$ cat src/rtl/uart_pkg.sv
// Shared UART definitions: receiver state encoding, frame width and baud helper.
package uart_pkg;

   localparam int unsigned UART_DATA_BITS = 8;

   typedef enum logic [2:0] {
      IDLE,
      START,
      DATA,
      STOP,
      BRK
   } rx_state_t;

   // Rounded clock cycles per bit for a given clock and baud rate.
   function automatic int unsigned clks_per_bit(input int unsigned clk_hz, input int unsigned baud);
      return (clk_hz + baud / 2) / baud;
   endfunction

endpackage

$ cat src/rtl/sync_fifo.sv
// Single-clock first-word-fall-through FIFO with registered empty/full/count flags.
module sync_fifo #(
   parameter int unsigned WIDTH = 8,
   parameter int unsigned DEPTH = 16
) (
   input  logic                     clk,
   input  logic                     rst_n,
   input  logic                     push,
   input  logic [WIDTH-1:0]         din,
   output logic                     full,
   input  logic                     pop,
   output logic [WIDTH-1:0]         dout,
   output logic                     empty,
   output logic [$clog2(DEPTH):0]   count
);

   localparam int unsigned AW = $clog2(DEPTH);
   localparam int unsigned CW = AW + 1;

   logic [WIDTH-1:0] mem [DEPTH];
   logic [AW-1:0]    wr_ptr;
   logic [AW-1:0]    rd_ptr;
   logic             pop_ok_c;
   logic             push_ok_c;
   logic [CW-1:0]    count_nxt;

   // A full FIFO still accepts a push when a pop frees the head slot on the same edge.
   assign pop_ok_c  = pop & ~empty;
   assign push_ok_c = push & (~full | pop_ok_c);
   assign dout      = mem[rd_ptr];

   always_comb begin
      count_nxt = count;
      case ({push_ok_c, pop_ok_c})
         2'b10:   count_nxt = count + CW'(1);
         2'b01:   count_nxt = count - CW'(1);
         default: count_nxt = count;
      endcase
   end

   always_ff @(posedge clk or negedge rst_n) begin
      if (!rst_n) begin
         for (int i = 0; i < int'(DEPTH); i++) mem[i] <= '0;
         wr_ptr <= '0;
         rd_ptr <= '0;
         count  <= '0;
         empty  <= 1'b1;
         full   <= 1'b0;
      end else begin
         if (push_ok_c) begin
            mem[wr_ptr] <= din;
            wr_ptr      <= wr_ptr + AW'(1);
         end
         if (pop_ok_c) rd_ptr <= rd_ptr + AW'(1);
         count <= count_nxt;
         empty <= (count_nxt == CW'(0));
         full  <= (count_nxt == CW'(DEPTH));
      end
   end

endmodule

$ cat src/rtl/uart_rx_fifo.sv
// 8N1 UART receiver with input synchronizer, mid-bit sampling FSM and a FWFT byte FIFO
// presented on a valid/ready interface, plus frame-error pulse and sticky overrun flag.
module uart_rx_fifo
   import uart_pkg::*;
#(
   parameter int unsigned CLKS_PER_BIT = clks_per_bit(24_000_000, 115_200),
   parameter int unsigned FIFO_DEPTH   = 16,
   parameter int unsigned SYNC_STAGES  = 2
) (
   input  logic                          sys_clk,
   input  logic                          reset_n,
   input  logic                          rxd,
   output logic [UART_DATA_BITS-1:0]     rx_data,
   output logic                          rx_valid,
   input  logic                          rx_ready,
   output logic [$clog2(FIFO_DEPTH):0]   fifo_count,
   output logic                          frame_err,
   output logic                          overrun,
   input  logic                          err_clr
);

   localparam int unsigned BAUD_W = $clog2(CLKS_PER_BIT);
   localparam int unsigned BIT_W  = $clog2(UART_DATA_BITS);
   localparam int unsigned HALF   = CLKS_PER_BIT / 2;

   logic [SYNC_STAGES-1:0]    sync_q;
   logic                      rxd_s;
   rx_state_t                 state;
   rx_state_t                 state_nxt;
   logic [BAUD_W-1:0]         baud_cnt;
   logic [BIT_W-1:0]          bit_idx;
   logic [UART_DATA_BITS-1:0] shift_q;
   logic                      bit_tick_c;
   logic                      start_c;
   logic                      shift_c;
   logic                      push_c;
   logic                      frame_err_c;
   logic                      fifo_full;
   logic                      fifo_empty;

   always_ff @(posedge sys_clk or negedge reset_n) begin
      if (!reset_n) sync_q <= '1;
      else          sync_q <= {sync_q[SYNC_STAGES-2:0], rxd};
   end

   assign rxd_s      = sync_q[SYNC_STAGES-1];
   assign bit_tick_c = (baud_cnt == BAUD_W'(CLKS_PER_BIT - 1));

   always_ff @(posedge sys_clk or negedge reset_n) begin
      if (!reset_n) state <= IDLE;
      else          state <= state_nxt;
   end

   always_comb begin
      state_nxt   = state;
      start_c     = 1'b0;
      shift_c     = 1'b0;
      push_c      = 1'b0;
      frame_err_c = 1'b0;
      case (state)
         IDLE: begin
            if (!rxd_s) begin
               state_nxt = START;
               start_c   = 1'b1;
            end
         end
         START: begin
            if (bit_tick_c) state_nxt = rxd_s ? IDLE : DATA;
         end
         DATA: begin
            if (bit_tick_c) begin
               shift_c = 1'b1;
               if (bit_idx == BIT_W'(UART_DATA_BITS - 1)) state_nxt = STOP;
            end
         end
         STOP: begin
            // Leaving at mid-stop lets a back-to-back start edge be seen in time.
            if (bit_tick_c) begin
               if (rxd_s) begin
                  push_c    = 1'b1;
                  state_nxt = IDLE;
               end else begin
                  frame_err_c = 1'b1;
                  state_nxt   = BRK;
               end
            end
         end
         BRK: begin
            if (rxd_s) state_nxt = IDLE;
         end
         default: state_nxt = IDLE;
      endcase
   end

   // Baud/bit counters and data shifter; the start load lands the first tick at mid start bit.
   always_ff @(posedge sys_clk or negedge reset_n) begin
      if (!reset_n) begin
         baud_cnt <= '0;
         bit_idx  <= '0;
         shift_q  <= '0;
      end else begin
         if (start_c) begin
            baud_cnt <= BAUD_W'(CLKS_PER_BIT - HALF);
         end else if (state == START || state == DATA || state == STOP) begin
            baud_cnt <= bit_tick_c ? '0 : baud_cnt + BAUD_W'(1);
         end else begin
            baud_cnt <= '0;
         end
         if (start_c) begin
            bit_idx <= '0;
         end else if (shift_c) begin
            bit_idx          <= bit_idx + BIT_W'(1);
            shift_q[bit_idx] <= rxd_s;
         end
      end
   end

   // Overrun only when a good byte meets a full FIFO with no pop to make room; set beats clear.
   always_ff @(posedge sys_clk or negedge reset_n) begin
      if (!reset_n) begin
         frame_err <= 1'b0;
         overrun   <= 1'b0;
      end else begin
         frame_err <= frame_err_c;
         if (push_c && fifo_full && !rx_ready) overrun <= 1'b1;
         else if (err_clr)                     overrun <= 1'b0;
      end
   end

   sync_fifo #(
      .WIDTH (UART_DATA_BITS),
      .DEPTH (FIFO_DEPTH)
   ) u_fifo (
      .clk   (sys_clk),
      .rst_n (reset_n),
      .push  (push_c),
      .din   (shift_q),
      .full  (fifo_full),
      .pop   (rx_ready),
      .dout  (rx_data),
      .empty (fifo_empty),
      .count (fifo_count)
   );

   assign rx_valid = ~fifo_empty;

endmodule

$ cat config.mk
export PLATFORM = sky130hd
export DESIGN_NAME = uart_rx_fifo
export DESIGN_NICKNAME = d
export VERILOG_FILES = /design/src/rtl/uart_pkg.sv /design/src/rtl/sync_fifo.sv /design/src/rtl/uart_rx_fifo.sv
export SDC_FILE = /design/constraint.sdc
export NUM_CORES = 1
export LEC_CHECK = 0
export CORE_MARGIN = 10
export CORE_UTILIZATION = 30
export CTS_CLUSTER_DIAMETER = 60
export DETAILED_ROUTE_END_ITERATION = 6
export GPL_TIMING_DRIVEN = 0
export PLACE_DENSITY = 0.5
export SETUP_SLACK_MARGIN = 0.3
export SLEW_MARGIN = 40
export SYNTH_ARGS = -nofsm -noshare
export SYNTH_HDL_FRONTEND = slang
export SYNTH_SLANG_ARGS = --single-unit
$ cat constraint.sdc
create_clock -name sys_clk -period 6.81 [get_ports sys_clk]
set_input_delay 0.681 -clock sys_clk [delete_from_list [all_inputs] [get_ports sys_clk]]
set_output_delay 0.681 -clock sys_clk [all_outputs]
set_load 0.01 [all_outputs]
* Yosys cells after proc, flatten, opt, wreduce, memory -nomap -nowiden
Index checks and enable logic that the tools add are counted.
** Cells by class
- $add $sub $neg :: 6
- Order comparisons :: 5
- Equality and inequality tests :: 15
- Muxes and demuxes :: 35
- Bitwise gates (word level) :: 8
- Reductions and logical operators :: 13
** Operators by type and width (number)
- 128-bit bitwise mux :: 1
- 8-bit 2-to-1 mux :: 6
- 8-bit binary-select mux with 4-bit select :: 1
- 8-bit demux with 4-bit select :: 1
- 3-bit 2-to-1 mux :: 9
- 3-bit one-hot mux with 5 select lines :: 1
- 1-bit 2-to-1 mux :: 12
- 2-bit != test, second input constant :: 6
- 5-bit greater-or-equal comparator, second input constant :: 2
- 4-bit inverter with 5-bit output :: 2
- 5-bit one-hot mux with 2 select lines :: 1
- 4-bit by 1-bit adder with 4-bit output, second input constant :: 2
- 8-bit by 1-bit adder with 8-bit output, second input constant :: 1
- 8-bit bitwise mux :: 1
- 8-bit equality test, second input constant :: 1
- 3-bit by 2-bit equality test with 1-bit output, second input constant :: 2
- 3-bit equality test, second input constant :: 2
- 6-bit AND reduction :: 1
- 5-bit by 1-bit adder with 5-bit output, second input constant :: 1
- 5-bit equality test, second input constant :: 1
- 5-bit zero test :: 1
- 5-bit by 1-bit < comparator with 1-bit output, second input constant :: 1
- 5-bit by 1-bit subtractor with 5-bit output, second input constant :: 1
- 1-bit logical AND :: 4
- 16 further kinds :: 21
** Storage, ports and cells
- Register bits after elaboration :: 169
- Output and inout port bits :: 16
- Word-level logic and storage cells :: 110

* Depth between registers and ports, before layout
Gate-level depths: netlist (run 1).
- Word-level depth :: 7
- Gate-level depth with buffers :: 16
- Depth with buffers taken out :: 13

* Modules after synthesis
A second synthesis (run 1) with hierarchy kept.
** Unflattened totals
- Cell total of the unflattened synthesis :: 524
- Area total of the unflattened synthesis :: 7938.9 µm²
** By module, submodules not included
- sync_fifo :: instances 1, cells an instance 412, area each 6652.6 µm², sequential area each 3579.7 µm²
- uart_rx_fifo :: instances 1, cells an instance 112, area each 1286.2 µm², sequential area each 653.1 µm²

* Worst setup path before layout (run 1)
OpenSTA, ideal clock, no wires.
- Path kind :: input-to-reg
- Start :: input port rx_ready
- End :: register u_fifo.full
- Library setup time :: 0.088 ns
- Arrival :: 3.443 ns
- Slack :: 3.279 ns
- Cell stages on the path :: 15
- Cell sequence :: nor2b_1 clkbuf_1 nor2b_1 nor3b_4 buf_4 inv_1 ha_1 clkbuf_1 xor2_1 ha_1 o21ai_0 a21oi_1 a2111oi_0 xor2_1 nor3b_1
** On the way
- Word-level cells in the longest chain between the ends :: 6
- Elaborated cells between the ends (all ways) :: 7
- Classes of those cells :: eq/ne: 3; mux: 1; bitwise: 3
** RTL lines
- start: declaration :: line uart_rx_fifo.sv:15 : input logic rx_ready,
- 1-bit bitwise AND (*) :: line sync_fifo.sv:28 : assign pop_ok_c = pop & ~empty;
- named net u_fifo.pop_ok_c :: line sync_fifo.sv:23 : logic pop_ok_c;
- 1-bit bitwise OR :: line sync_fifo.sv:29 : assign push_ok_c = push & (~full | pop_ok_c);
- 1-bit bitwise AND :: line sync_fifo.sv:29
- 2-bit by 1-bit equality test with 1-bit output / 2-bit equality test (equally long branches) :: line sync_fifo.sv:34 : case ({push_ok_c, pop_ok_c})
- 5-bit one-hot mux with 2 select lines (*) :: line sync_fifo.sv:34
- named net u_fifo.count_nxt[4] :: line sync_fifo.sv:25 : logic [CW-1:0] count_nxt;
- 5-bit equality test (*) :: line sync_fifo.sv:57 : full <= (count_nxt == CW'(DEPTH));
- end signal: assignment :: line sync_fifo.sv:57
- end: declaration :: line sync_fifo.sv:10 : output logic full,
The timed path passes the listed nets; every way through them passes the cells marked *.
A chain may end at the register's enable or synchronous reset.

* Worst setup path after layout (run 1)
Same ends and word-level chain as after synthesis.

==> reports/results.tsv, run 1 <==
stage	metric	value	unit
cts	CTS Hold Buffers Added	0	
place	Area after DPL	0.00875	mm2
final_layout	Fillers	2548	
route	DR vias	4895	
power	power share of the clock group	0.357	
cts	Resize count post-CTS	0	
global_routing	initial antenna violation count	0	
synth	Post-synth EDFFs	0	
power	register share of total power	0.380	
cts	cts bufs inserted	17	
power	worst vdd ir	0.135	mV
sta	RSZ-0062 raised after global routing	no	
sta	slew margin rel.	0.531	
synth	synthesized flop and latch total	169	
floorplan	die width	184	um
critical_path	Worst Setup SP	rx_ready	
critical_path	Reg-to-Reg Start	baud_cnt[0]	
global_routing	first-pass GRT wire length	31.3	mm
cts	clock tree sinks	169	
sta	Slew Limit Fails	0	
status	status	complete, no violations	
power	Logic pwr share	0.263	
place	placed cell count	951	
global_routing	vias in the first global route	5408	
synth	synthesis warning total	0	
cts	H-tree depth	4	
route	Vias/cell	4.98	
floorplan	Ports	21	
sta	FMAX	236	MHz
sta	WHS	0.153	ns
critical_path	CP Class	in -> reg	
floorplan	Initial Utilization	0.307	
place	Port-buffer cells	20	
route	routed length per instance	20.0	um
critical_path	crit-path leading delay family	buffers and inverters	
floorplan	die area	0.0339	mm2
synth	Mapped Area	0.00807	mm2
critical_path	CP required	7.16	ns
sta	setup slack after layout	2.58	ns
synth	Main synth FF type	dfrtp_1	
route	drt total wl	19.6	mm
synth	Mapped Cells	594	
synth	Net Count, Synth	610	
synth	Netlist cell types	47	
final_layout	synth-to-layout area growth	16.1	%
final_layout	Post-Layout Cell Count	983	
cts	Post CTS Setup Buffer Count	0	
critical_path	CP Max Fanout	10	
final_layout	Finished Cell Area	0.00937	mm2
sta	Tmin final	4.23	ns
synth	sequential element share of the synthesized area	0.524	
final_layout	ANT cells	0	
floorplan	row count	59	
critical_path	R2R Setup Slk	2.75	ns
power	switching power	919	uW
critical_path	crit end category	register	
sta	clk_skew	0.0124	ns
critical_path	Buffers & Inverters on Critical Path	5	
place	DP Wirelength	13.4	mm
synth	Synth async-reset ratio	1.00	
route	post-route ant nets	0	
critical_path	crit-path cells	clkdlybuf4s50_1, nor2b_1, clkbuf_1, nor2b_1, nor3b_4, buf_4, inv_1, ha_1, clkbuf_1, xor2_1, ha_1, o21ai_0, a21oi_1, a2111oi_0, xor2_1, nor3b_1	
sta	setup violators final	0	
synth	mean post-synth cell area	13.6	um2
worst_hold_path	hold crit path type	in -> async	
critical_path	reg2reg path depth	16	
final_layout	multi-input logic area	0.00365	mm2
floorplan	Die Y	184	um
critical_path	Largest stage delay, worst path	0.56	ns
critical_path	Crit Reg-Reg Endpoint	u_fifo.full	
flow_run	MaxCap Viol Count	0	
global_routing	largest net degree at the start of global routing	72	
power	sw frac	0.326	
critical_path	Worst Setup EP	u_fifo.full	
sta	Final Hold Fails	0	
final_layout	Register Area	0.00423	mm2
sta	fin crit share	0.621	
critical_path	WP depth	16	
critical_path	crit path launch type	input port	
power	Pleak	4.31	nW
power	P_int	1.90	mW
critical_path	Critical Path AT	4.58	ns
route	drt pass-1 iters	4	
cts	Reg clk slew, reported paths	0.07	ns
global_routing	total gr overflow	0	
place	GPL Wtd Cong	0.758	
cts	Skew-Pair Late Insertion Delay	0.44	ns
critical_path	Crit-path slowest cell	a2111oi_0	
sta	Slew @ Worst Pin	0.701	ns
final_layout	layout cells sized above 1	0.344	
place	dpl ws	2.12	ns
cts	clk root buf	clkbuf_16	
cts	CTS Buffer Depth	2	
global_routing	overall routing resource usage	0.121	
cts	TritonCTS clock tree	yes	
floorplan	Core ar.	0.0263	mm2
final_layout	# nets final	651	
route	Residual DRC	0	
power	pwr dens	301	mW/mm2
route	Initial DRC Count	300	
per-layer routing:
layer  vias up  routed length (um)  global-route usage
met5         -                   0                   0
met4         0                 471              0.0501
met3        21                 305              0.0188
met2        37               10100               0.211
met1      2580                8740               0.146
li1       2257                   -                   -
synthesized netlist by cell type, types with 2 or more instances:
| master | instances | area [um2] |
|---|---|---|
| a21oi_1 | 14 | 70.1 |
| a221oi_1 | 8 | 70.1 |
| a22oi_1 | 8 | 60.1 |
| and2_1 | 4 | 25.0 |
| and3_1 | 2 | 12.5 |
| buf_1 | 4 | 15.0 |
| buf_2 | 5 | 25.0 |
| clkbuf_1 | 28 | 105 |
| dfrtp_1 | 166 | 4150 |
| dfstp_2 | 3 | 78.8 |
| ha_1 | 11 | 138 |
| inv_1 | 7 | 26.3 |
| mux2_1 | 4 | 45.0 |
| mux2_2 | 142 | 1600 |
| mux2i_1 | 24 | 240 |
| mux4_2 | 16 | 360 |
| nand2_1 | 22 | 82.6 |
| nand3_1 | 8 | 40.0 |
| nand3_4 | 12 | 210 |
| nand3b_1 | 3 | 22.5 |
| nand4_1 | 5 | 31.3 |
| nand4_4 | 2 | 42.5 |
| nor2_1 | 15 | 56.3 |
| nor2b_1 | 8 | 50.1 |
| nor3_1 | 6 | 30.0 |
| nor3b_1 | 4 | 30.0 |
| nor4_1 | 2 | 12.5 |
| o21ai_0 | 27 | 135 |
| xnor2_1 | 11 | 96.3 |
| xor2_1 | 6 | 52.6 |
worst min-delay path by stage:
stage / startpoint / to / slack, ns / cells past startpoint
5_1_grt: reset_n / u_fifo.mem[90] / 0.18 / 1
4_1_cts: reset_n / u_fifo.mem[90] / 0.17 / 1
3_3_place_gp: sync_q[0] / sync_q[1] / 0.35 / 0
2_1_floorplan: sync_q[0] / sync_q[1] / 0.35 / 0
6_report: reset_n / u_fifo.mem[82] / 0.15 / 1
3_5_place_dp: sync_q[0] / sync_q[1] / 0.35 / 0
metrics by stage:
| stage | TNS, ns | utilization | power, mW |
|---|---|---|---|
| 5_1_grt | 0 | 0.357 | 2.95 |
| 4_1_cts | 0 | 0.357 | 2.85 |
| 6_report | 0 | 0.357 | 2.82 |
| 3_5_place_dp | 0 | 0.333 | 1.84 |
| 2_1_floorplan | 0 | - | 1.51 |
| 3_3_place_gp | -278.45 | 0.331 | 1.82 |
flip-flops by register name (all words and copies together), names as in the netlist:
name,flops
u_fifo.wr_ptr,4
u_fifo.rd_ptr,4
bit_idx,3
sync_q,2
u_fifo.full,1
overrun,1
shift_q,8
u_fifo.empty,1
u_fifo.mem,128
frame_err,1
state,3
u_fifo.count,5
baud_cnt,8
power groups by stage:
stage / Sequential, mW / Combinational (mW) / Clock [mW]
6_report: 1.07 / 0.741 / 1.01
5_1_grt: 1.07 / 0.808 / 1.07
4_1_cts: 1.07 / 0.753 / 1.03
3_5_place_dp: 1.09 / 0.749 / 0
3_3_place_gp: 1.09 / 0.737 / 0
2_1_floorplan: 1.09 / 0.424 / 0
cells in the final DEF, fill, tap and decap left out, types with 7 or more instances in the layout:
master / synthesis / layout
a21oi_1: 14 / 14
a221oi_1: 8 / 8
a22oi_1: 8 / 8
clkbuf_1: 28 / 25
clkbuf_16: 0 / 17
clkdlybuf4s50_1: 0 / 19
dfrtp_1: 166 / 166
ha_1: 11 / 11
inv_1: 7 / 7
mux2_2: 142 / 142
mux2i_1: 24 / 24
mux4_2: 16 / 16
nand2_1: 22 / 22
nand3_1: 8 / 8
nand3_4: 12 / 12
nor2_1: 15 / 15
nor2b_1: 8 / 8
o21ai_0: 27 / 27
xnor2_1: 11 / 11
cells by family after synthesis:
kind of cell / Yosys count / share of synthesized area
adders and majority gates: 11 / 0.0171
muxes: 186 / 0.278
xor gates and xnor gates: 17 / 0.0184
DFF: 169 / 0.524
buffers and inverters: 46 / 0.0236
AOI/OAI and AO/OA: 64 / 0.0485
and+or+nand+nor: 101 / 0.0899
cell type report:
cell class,count,area share
Timing Repair Buffer,22,0.0278
Sequential cell,169,0.452
Inverter,7,0.00280
Multi-Input combinational cell,379,0.389
Buffer,39,0.0180
Tap cell,335,0.0447
Clock buffer,18,0.0469
Clock inverter,14,0.0190
Note: power is estimated with default switching activity, not from simulation.
==> run 2: changes to the inputs <==
--- a/config.mk
+++ b/config.mk
@@ -10,7 +10,7 @@
 export CTS_CLUSTER_DIAMETER = 60
 export DETAILED_ROUTE_END_ITERATION = 6
 export GPL_TIMING_DRIVEN = 0
-export PLACE_DENSITY = 0.5
+export PLACE_DENSITY = 0.51
 export SETUP_SLACK_MARGIN = 0.3
 export SLEW_MARGIN = 40
 export SYNTH_ARGS = -nofsm -noshare
==> constraint.sdc (replaced) <==
create_clock -name sys_clk -period 3.77 [get_ports sys_clk]
set_input_delay 0.377 -clock sys_clk [delete_from_list [all_inputs] [get_ports sys_clk]]
set_output_delay 0.377 -clock sys_clk [all_outputs]
set_load 0.01 [all_outputs]
==> reports/results.tsv, run 2 (synthesis results as in run 1) <==
stage	metric	value	unit	change
status	status	complete, no violations		
power	switching power	1.61	mW	+75%
worst_hold_path	worst hold stages	1		
route	post-route ant nets	0		unchanged
power	Pleak	4.33	nW	+0.38%
floorplan	die area	0.0339	mm2	unchanged
global_routing	largest net degree at the start of global routing	64		-11%
final_layout	biggest regs	u_fifo.mem x128, baud_cnt x8, shift_q x8		
sta	Slew @ Worst Pin	0.729	ns	+0.0283 ns
route	routed length per instance	18.9	um	-5.5%
floorplan	die width	184	um	unchanged
critical_path	CP Max Fanout	10		unchanged
worst_hold_path	HP Start	rxd		
sta	slew margin rel.	0.512		-0.0189
global_routing	vias in the first global route	5378		-0.55%
cts	cts bufs inserted	17		unchanged
sta	fin crit share	0.900		
floorplan	Core ar.	0.0263	mm2	unchanged
final_layout	layout cells sized above 1	0.360		+0.0163
global_routing	total gr overflow	0		unchanged
cts	Reg clk slew, reported paths	0.07	ns	about the same
worst_hold_path	Hold Path Sink	sync_q[0]		
critical_path	reg2reg path depth	16		unchanged
critical_path	Crit-path slowest cell	a221oi_1		
power	pwr dens	535	mW/mm2	+78%
power	power share of the clock group	0.344		-0.013
route	Initial DRC Count	196		-35%
critical_path	Reg-to-Reg Start	baud_cnt[0]		
floorplan	Ports	21		unchanged
sta	Final Hold Fails	0		unchanged
critical_path	Buffers & Inverters on Critical Path	3		-2
global_routing	initial antenna violation count	0		unchanged
power	worst vdd ir	0.230	mV	+71%
sta	FMAX	295	MHz	
place	Area after DPL	0.00875	mm2	unchanged
cts	CTS Buffer Depth	2		unchanged
cts	H-tree depth	4		unchanged
global_routing	overall routing resource usage	0.114		-0.00709
final_layout	Largest Register	u_fifo.mem		
critical_path	crit-path leading delay family	buffers and inverters		
floorplan	row count	59		unchanged
sta	Tmin final	3.39	ns	
final_layout	Finished Cell Area	0.00944	mm2	+0.72%
final_layout	synth-to-layout area growth	17.0	%	
critical_path	Largest stage delay, worst path	0.62	ns	+0.06 ns
sta	RSZ-0062 raised after global routing	yes		
critical_path	crit end category	output pin		
power	P_int	3.44	mW	+81%
route	DR vias	4859		-0.74%
critical_path	CP required	3.39	ns	-3.77 ns
sta	Slew Limit Fails	0		unchanged
final_layout	most frequent cells in the layout	dfrtp_1, mux2_2, o21ai_0, mux2i_1		
floorplan	Initial Utilization	0.307		unchanged
final_layout	Post-Layout Cell Count	987		+0.41%
critical_path	crit-path cells	clkbuf_2, and2_1, buf_1, a221oi_1, a22oi_1, nand2_1, clkdlybuf4s50_1		
global_routing	first-pass GRT wire length	30.0	mm	-4.3%
cts	clk root buf	clkbuf_16		
final_layout	# nets final	656		+0.77%
sta	clk_skew	0.00834	ns	-0.00402 ns
place	Port-buffer cells	20		unchanged
final_layout	max FFs per register	128		unchanged
sta	setup violators final	0		unchanged
critical_path	Critical Path AT	3.01	ns	-1.57 ns
power	sw frac	0.318		-0.00794
cts	TritonCTS clock tree	yes		
final_layout	commonest non-fill, non-tap cell in the layout	dfrtp_1		
power	Logic pwr share	0.273		+0.010
critical_path	R2R Setup Slk	0.42	ns	-2.33 ns
route	drt pass-1 iters	4		unchanged
power	register share of total power	0.383		+0.003
final_layout	ANT cells	0		unchanged
flow_run	MaxCap Viol Count	0		unchanged
place	placed cell count	951		unchanged
cts	clock tree sinks	169		unchanged
critical_path	CP Class	reg -> out		
worst_hold_path	hold crit path type	in -> reg		
route	Residual DRC	0		unchanged
critical_path	crit path launch type	register		
cts	Skew-Pair Late Insertion Delay	0.42	ns	-0.02 ns
route	drt total wl	18.6	mm	-5.1%
route	Vias/cell	4.92		-1.1%
floorplan	Die Y	184	um	unchanged
place	GPL Wtd Cong	0.767		+1.3%
critical_path	Crit Reg-Reg Endpoint	u_fifo.full		
place	DP Wirelength	13.2	mm	-1.5%
power	Overall Power	5.05	mW	+79%
-- run 2: cell count changes in the layout (fill, tap and decap cells not counted), sizes merged --
cell         previous run  this run
dlygate4sd3             0         1
buf                    14        16
clkbuf                 46        48
clkinvlp                2         4
clkinv                  2         4
inv                    15        10
-- run 2: power groups by stage --
stage	Combinational (mW)	Sequential [mW]	Clock (mW)
6_report	1.38	1.93	1.74
3_3_place_gp	1.31	1.96	0
2_1_floorplan	0.766	1.96	0
5_1_grt	1.48	1.94	1.86
3_5_place_dp	1.34	1.97	0
4_1_cts	1.36	1.93	1.79
-- run 2: worst max-delay path by stage --
stage / startpoint / endpoint / slack (ns) / cells past startpoint
finish: u_fifo.rd_ptr[1] / rx_data[4] / 0.38 / 7
global route: u_fifo.rd_ptr[1] / rx_data[4] / 0.23 / 7
CTS: baud_cnt[0] / u_fifo.full / 0.27 / 16
detailed placement: rx_ready / u_fifo.full / -0.76 / 16
global placement: reset_n / baud_cnt[1] / -4.35 / 1
floorplan: baud_cnt[0] / u_fifo.full / 0.37 / 16
-- run 2: per-layer routing --
layer  global-route usage  share of wire  vias to the layer above
li1                     -              -                     2264
met1                0.140           0.46                     2542
met2                0.200           0.51                       36
met3               0.0209          0.018                       17
met4               0.0321          0.013                        0
met5                    0              0                        -
-- run 2: final cells by class --
| type | instances | area [um2] |
|---|---|---|
| tap | 335 | 419 |
| clock inverter | 13 | 144 |
| fill | 2513 | 16800 |
| multi-input combinational | 379 | 3690 |
| sequential | 169 | 4230 |
| buffer | 39 | 186 |
| inverter | 7 | 26.3 |
| clock buffer | 18 | 439 |
| timing repair buffer | 27 | 300 |
-- run 2: per-stage QoR --
step | setup TNS [ns] | util | setup WS, ns | hold WS, ns
final | 0 | 0.359 | 0.379 | 0.358
after global routing | 0 | 0.359 | 0.225 | 0.333
after CTS | 0 | 0.357 | 0.272 | 0.334
after detailed placement | -1.98 | 0.333 | -0.756 | 0.347
after global placement | -727.28 | 0.331 | -4.35 | 0.346
after floorplan | 0 | - | 0.374 | 0.0814
-- run 2: what timing repair did --
item | 4_1_cts | 5_1_grt
buffers inserted | 2 | 2
pin swaps | 2 | 3
gates cloned | 0 | 0
setup endpoints to repair | 11 | 9
endpoints found under the hold margin | 58 | 0
resized for setup | 10 | 13
hold buffers | 1 | 0
-- run 2: worst register-to-register path, cell delays in order (launching register included) --
cell and delay, ns:
dfrtp_1 0.37, ha_1 0.20, and3_4 0.22, and2_1 0.12, clkbuf_4 0.17, nor3b_4 0.21, buf_6 0.12, inv_1 0.04
ha_1 0.18, clkbuf_4 0.18, xor2_1 0.18, ha_2 0.22, o21ai_1 0.15, a21oi_1 0.09, a2111oi_4 0.33, xor2_1 0.25
nor3b_2 0.21
==> run 3: changes to the inputs <==
--- a/config.mk
+++ b/config.mk
@@ -8,6 +8,7 @@
 export CORE_MARGIN = 10
 export CORE_UTILIZATION = 30
 export CTS_CLUSTER_DIAMETER = 60
+export CTS_CLUSTER_SIZE = 28
 export DETAILED_ROUTE_END_ITERATION = 6
 export GPL_TIMING_DRIVEN = 0
 export PLACE_DENSITY = 0.51
==> results of run 3 <==
The final DEF is identical to that of run 2; final timing and power are the same.
